[src/rtl/wb_initiator_pkg.sv]
// Shared types and widths for the Wishbone classic initiator.
package wb_initiator_pkg;

    typedef enum logic [1:0] {
        IDLE = 2'd0,
        REQ  = 2'd1,
        RSP  = 2'd2
    } state_e;

    localparam int WB_ADR_W            = 32;
    localparam int WB_DAT_W            = 32;
    localparam int WB_SEL_W            = 4;
    localparam int TIMEOUT_CYC_DEFAULT = 255;

endpackage

[src/rtl/wb_initiator.sv]
// Single-outstanding Wishbone classic master bridging a valid/ready command/response pair.
// Define WB_INITIATOR_TIMEOUT_EN to abort a REQ phase after TIMEOUT_CYC cycles without ack.
module wb_initiator
    import wb_initiator_pkg::*;
#(
    parameter int TIMEOUT_CYC = TIMEOUT_CYC_DEFAULT
) (
    input  logic                wb_clk_i,
    input  logic                wb_rst_i,
    input  logic                cmd_valid,
    output logic                cmd_ready,
    input  logic                cmd_we,
    input  logic [WB_SEL_W-1:0] cmd_sel,
    input  logic [WB_ADR_W-1:0] cmd_adr,
    input  logic [WB_DAT_W-1:0] cmd_dat,
    output logic                rsp_valid,
    input  logic                rsp_ready,
    output logic [WB_DAT_W-1:0] rsp_dat,
    output logic                rsp_err,
    output logic                wbm_cyc_o,
    output logic                wbm_stb_o,
    output logic                wbm_we_o,
    output logic [WB_SEL_W-1:0] wbm_sel_o,
    output logic [WB_ADR_W-1:0] wbm_adr_o,
    output logic [WB_DAT_W-1:0] wbm_dat_o,
    input  logic                wbm_ack_i,
    input  logic [WB_DAT_W-1:0] wbm_dat_i,
    output logic                busy
);

    if (TIMEOUT_CYC < 1 || TIMEOUT_CYC > 65535) begin : g_bad_cfg
        $error("wb_initiator: TIMEOUT_CYC out of range 1..65535");
    end

    state_e state, state_nxt;
    logic   accept;
    logic   timeout;

    assign accept    = cmd_valid && (state == IDLE);
    assign cmd_ready = (state == IDLE);
    assign busy      = (state != IDLE);
    assign rsp_valid = (state == RSP);
    assign wbm_cyc_o = (state == REQ);
    assign wbm_stb_o = (state == REQ);

    always_ff @(posedge wb_clk_i) begin
        if (wb_rst_i) state <= IDLE;
        else          state <= state_nxt;
    end

    always_comb begin
        state_nxt = state;
        case (state)
            IDLE:    if (cmd_valid) state_nxt = REQ;
            REQ:     if (wbm_ack_i || timeout) state_nxt = RSP;
            RSP:     if (rsp_ready) state_nxt = IDLE;
            default: state_nxt = IDLE;
        endcase
    end

    // Bus fields stay latched from accept until the next accept, so they are stable through REQ.
    always_ff @(posedge wb_clk_i) begin
        if (wb_rst_i) begin
            wbm_we_o  <= 1'b0;
            wbm_sel_o <= '0;
            wbm_adr_o <= '0;
            wbm_dat_o <= '0;
            rsp_dat   <= '0;
        end else begin
            if (accept) begin
                wbm_we_o  <= cmd_we;
                wbm_sel_o <= cmd_sel;
                wbm_adr_o <= cmd_adr;
                wbm_dat_o <= cmd_dat;
            end
            if (state == REQ && wbm_ack_i) rsp_dat <= wbm_we_o ? '0 : wbm_dat_i;
            else if (state == REQ && timeout) rsp_dat <= '0;
        end
    end

`ifdef WB_INITIATOR_TIMEOUT_EN
    logic [15:0] to_cnt;
    logic        rsp_err_q;

    // to_cnt holds the number of completed REQ cycles; abort on the TIMEOUT_CYC-th one.
    assign timeout = (state == REQ) && (to_cnt == 16'(TIMEOUT_CYC - 1));
    assign rsp_err = rsp_err_q;

    always_ff @(posedge wb_clk_i) begin
        if (wb_rst_i) begin
            to_cnt    <= '0;
            rsp_err_q <= 1'b0;
        end else begin
            if (accept)              to_cnt <= '0;
            else if (state == REQ)   to_cnt <= to_cnt + 16'd1;
            if (state == REQ && (wbm_ack_i || timeout)) rsp_err_q <= !wbm_ack_i;
        end
    end
`else
    assign timeout = 1'b0;
    assign rsp_err = 1'b0;
`endif

endmodule

[config.mk]
export PLATFORM = sky130hd
export DESIGN_NAME = wb_initiator
export DESIGN_NICKNAME = d
export VERILOG_FILES = /design/src/rtl/wb_initiator_pkg.sv /design/src/rtl/wb_initiator.sv
export SDC_FILE = /design/constraint.sdc
export NUM_CORES = 1
export LEC_CHECK = 0
export ABC_AREA = 1
export CORE_UTILIZATION = 41
export DETAILED_ROUTE_END_ITERATION = 10
export GPL_TIMING_DRIVEN = 0
export PLACE_DENSITY = 0.79
export SKIP_LAST_GASP = 1
export SLEW_MARGIN = 10
export SYNTH_ARGS = -nofsm -noshare
export SYNTH_HDL_FRONTEND = slang
export SYNTH_SLANG_ARGS = --single-unit
[constraint.sdc]
create_clock -name wb_clk_i -period 1.5 [get_ports wb_clk_i]
set_input_delay 0.3 -clock wb_clk_i [delete_from_list [all_inputs] [get_ports wb_clk_i]]
set_output_delay 0.3 -clock wb_clk_i [all_outputs]
set_load 0.05 [all_outputs]
==> out/metrics.csv <==
metric;value;unit
status;complete, but fails checks;
violations in the final reports;setup timing;
Avg Cell Area, Syn;6.43;um^2
CTS Buffer Depth;2;
CP Data Arrival Time;1.25;ns
Sink Count;103;
core area;10400;um^2
Reg clk slew, reported paths;0.09;ns
Nets;1025;
met3 Usage GRT;6.25;%
critical path startpoint category;flip-flop;
layer with the highest usage;met2;
Worst Reg-to-Reg Cells;6;
worst-skew pair later-pin latency;0.36;ns
wire length per cell;12.1;um
total grt overflow;0;
number of buffers created by CTS;9;
layout cells sized above 1;17.7;%
hold depth;3;
hpwl dp;9070;um
Slew Viols, Final;0;
total chip power;7.16;mW
Post-Layout Cell Count;1058;
VDD IR max;0.620;mV
pwr/cell area;1010;nW/um^2
Final period util;104;%
max-cap violation count;0;
worst min-delay path class;in2reg;
PortBufs;210;
Synth Register Bits;103;
DR vias/cell;4.41;
CP Max Fanout;4;
CTS Root Cell;clkbuf_8;
WS Path Type;reg2out;
Area Overhead vs Synth;60.2;%
RSZ-0062 raised after global routing;yes;
gpl congestion;0.822;
placed cells;1037;
LEAKAGE;3.44;nW
setup ws final;-0.0546;ns
Total Die Area;11300;um^2
initial drt markers;203;
number of global-route vias before repair;4063;
FMAX;0.643;GHz
critical path required time;1.20;ns
DR vias;4668;
DR DRC count;0;
Seq/Total Area, Yosys;46.4;%
min Tclk post-route;1.55;ns
Syn Inst Count;691;
Worst Setup End Kind;output port;
# hold bufs at CTS;0;
met1 usage;27.5;%
Syn Nets;797;
H-tree depth;3;
Die Wd;106;um
initial antenna violation count;0;
grt met2 use;37.2;%
final hold violations;0;
final setup violating endpoints;1;
Starting Density;42.7;%
FP Rows;37;
pin count of the biggest net entering global routing;17;
die height;106;um
Post-Syn Area;4440;um^2
global-route wire length before repair;19800;um
# IOs;213;
Syn. warnings;0;
Routed WL;12800;um
final-layout fill cell count;935;
CTS tree;built;
First-pass DRT Iterations;4;
worst clock skew;0.0149;ns
Distinct cells, synth;14;
post-route ant nets;0;
total track usage;22.1;%
antenna diode count;0;
-- logic make-up after synthesis --
family	synth area share (%)
AOI/OAI and AO/OA	1.80
and+or+nand+nor	37.8
DFF	46.4
other	0.0844
buffers and inverters	13.9
-- layout make-up --
cell class	instances	area, um^2	share of cell area, %
repair buffers	217	2270	31.8
clock inverters	5	60.1	0.844
inverters	108	408	5.73
well taps	136	170	2.39
clock buffers	9	124	1.74
multi-input cells	433	1780	24.9
flip-flops and latches	103	2070	29.1
plain buffers	47	245	3.44
-- worst max-delay path, cell delays in order, from the launching register on --
cell,delay (ns)
dfxtp_4,0.41
inv_4,0.05
nor2_4,0.10
buf_6,0.13
buf_6,0.09
buf_8,0.13
-- layout by cell type (no fill, tap or decap), types with 2 or more instances in the layout --
master	n
a21oi_1	16
buf_1	6
buf_2	15
buf_4	7
buf_6	8
buf_8	2
clkbuf_1	13
clkbuf_2	12
clkbuf_8	9
clkdlybuf4s15_2	97
clkdlybuf4s50_1	104
dfxtp_1	101
dfxtp_4	2
inv_1	106
nand2_1	154
nand3_1	88
nor2_1	170
nor2_4	2
-- sequential cells by signal, indices dropped and copies added (netlist names) --
signal     cells
wbm_dat_o     32
state          2
wbm_adr_o     32
wbm_sel_o      4
wbm_we_o       1
rsp_dat       32
-- metal layers --
metal	share of wire [%]	wire, um	vias to the layer above
met2	46	5890	154
met1	45	5730	2014
li1	-	-	2488
met3	7.9	1000	12
met4	1.1	144	0
met5	0	0	-
-- power by group --
part	internal, mW	switching [mW]	leakage, nW
clock network	0.761	0.956	0.0915
logic	0.859	1.51	2.50
registers	2.96	0.118	0.851
-- cells in the mapped netlist --
cell / count / area share (%)
nor2_4: 1 / 0.25
clkbuf_1: 18 / 1.5
buf_6: 1 / 0.25
dfxtp_1: 103 / 46
conb_1: 1 / 0.084
nor2_1: 172 / 15
a21oi_1: 16 / 1.8
inv_1: 107 / 9.0
nand2_1: 155 / 13
buf_4: 3 / 0.51
buf_1: 10 / 0.84
inv_2: 1 / 0.084
buf_2: 15 / 1.7
nand3_1: 88 / 9.9
-- what timing repair did --
item / CTS / global route
endpoints found under the setup margin: 116 / 47
resized for setup: 343 / 25
pin swaps: 2 / 1
hold endpoints to repair: 0 / 0
buffers inserted: 3 / 4
-- path summary, 6_finish.rpt --
kind / start / endpoint / slack [ns]
setup / recovery: state[0] / wbm_stb_o / -0.05
hold / removal: cmd_valid / state[0] / 0.33
setup reg to reg: state[0] / wbm_adr_o[16] / 0.09
hold reg to reg: wbm_dat_o[0] / wbm_dat_o[0] / 0.47
-- per-stage QoR --
stage	hold WS [ns]	util (%)	cell area [um^2]	TNS, ns	setup slack (ns)
floorplan	0.445	-	4440	0	0.00772
global placement	0.448	64.5	6720	-22.26	-0.697
detailed placement	0.455	64.5	6720	-24.40	-0.686
CTS	0.367	67.8	7070	-0.112	-0.0570
global route	0.353	68.3	7120	-0.125	-0.0935
finish	0.326	68.3	7120	-0.0546	-0.0546
Note: power is estimated with default switching activity, not from simulation.
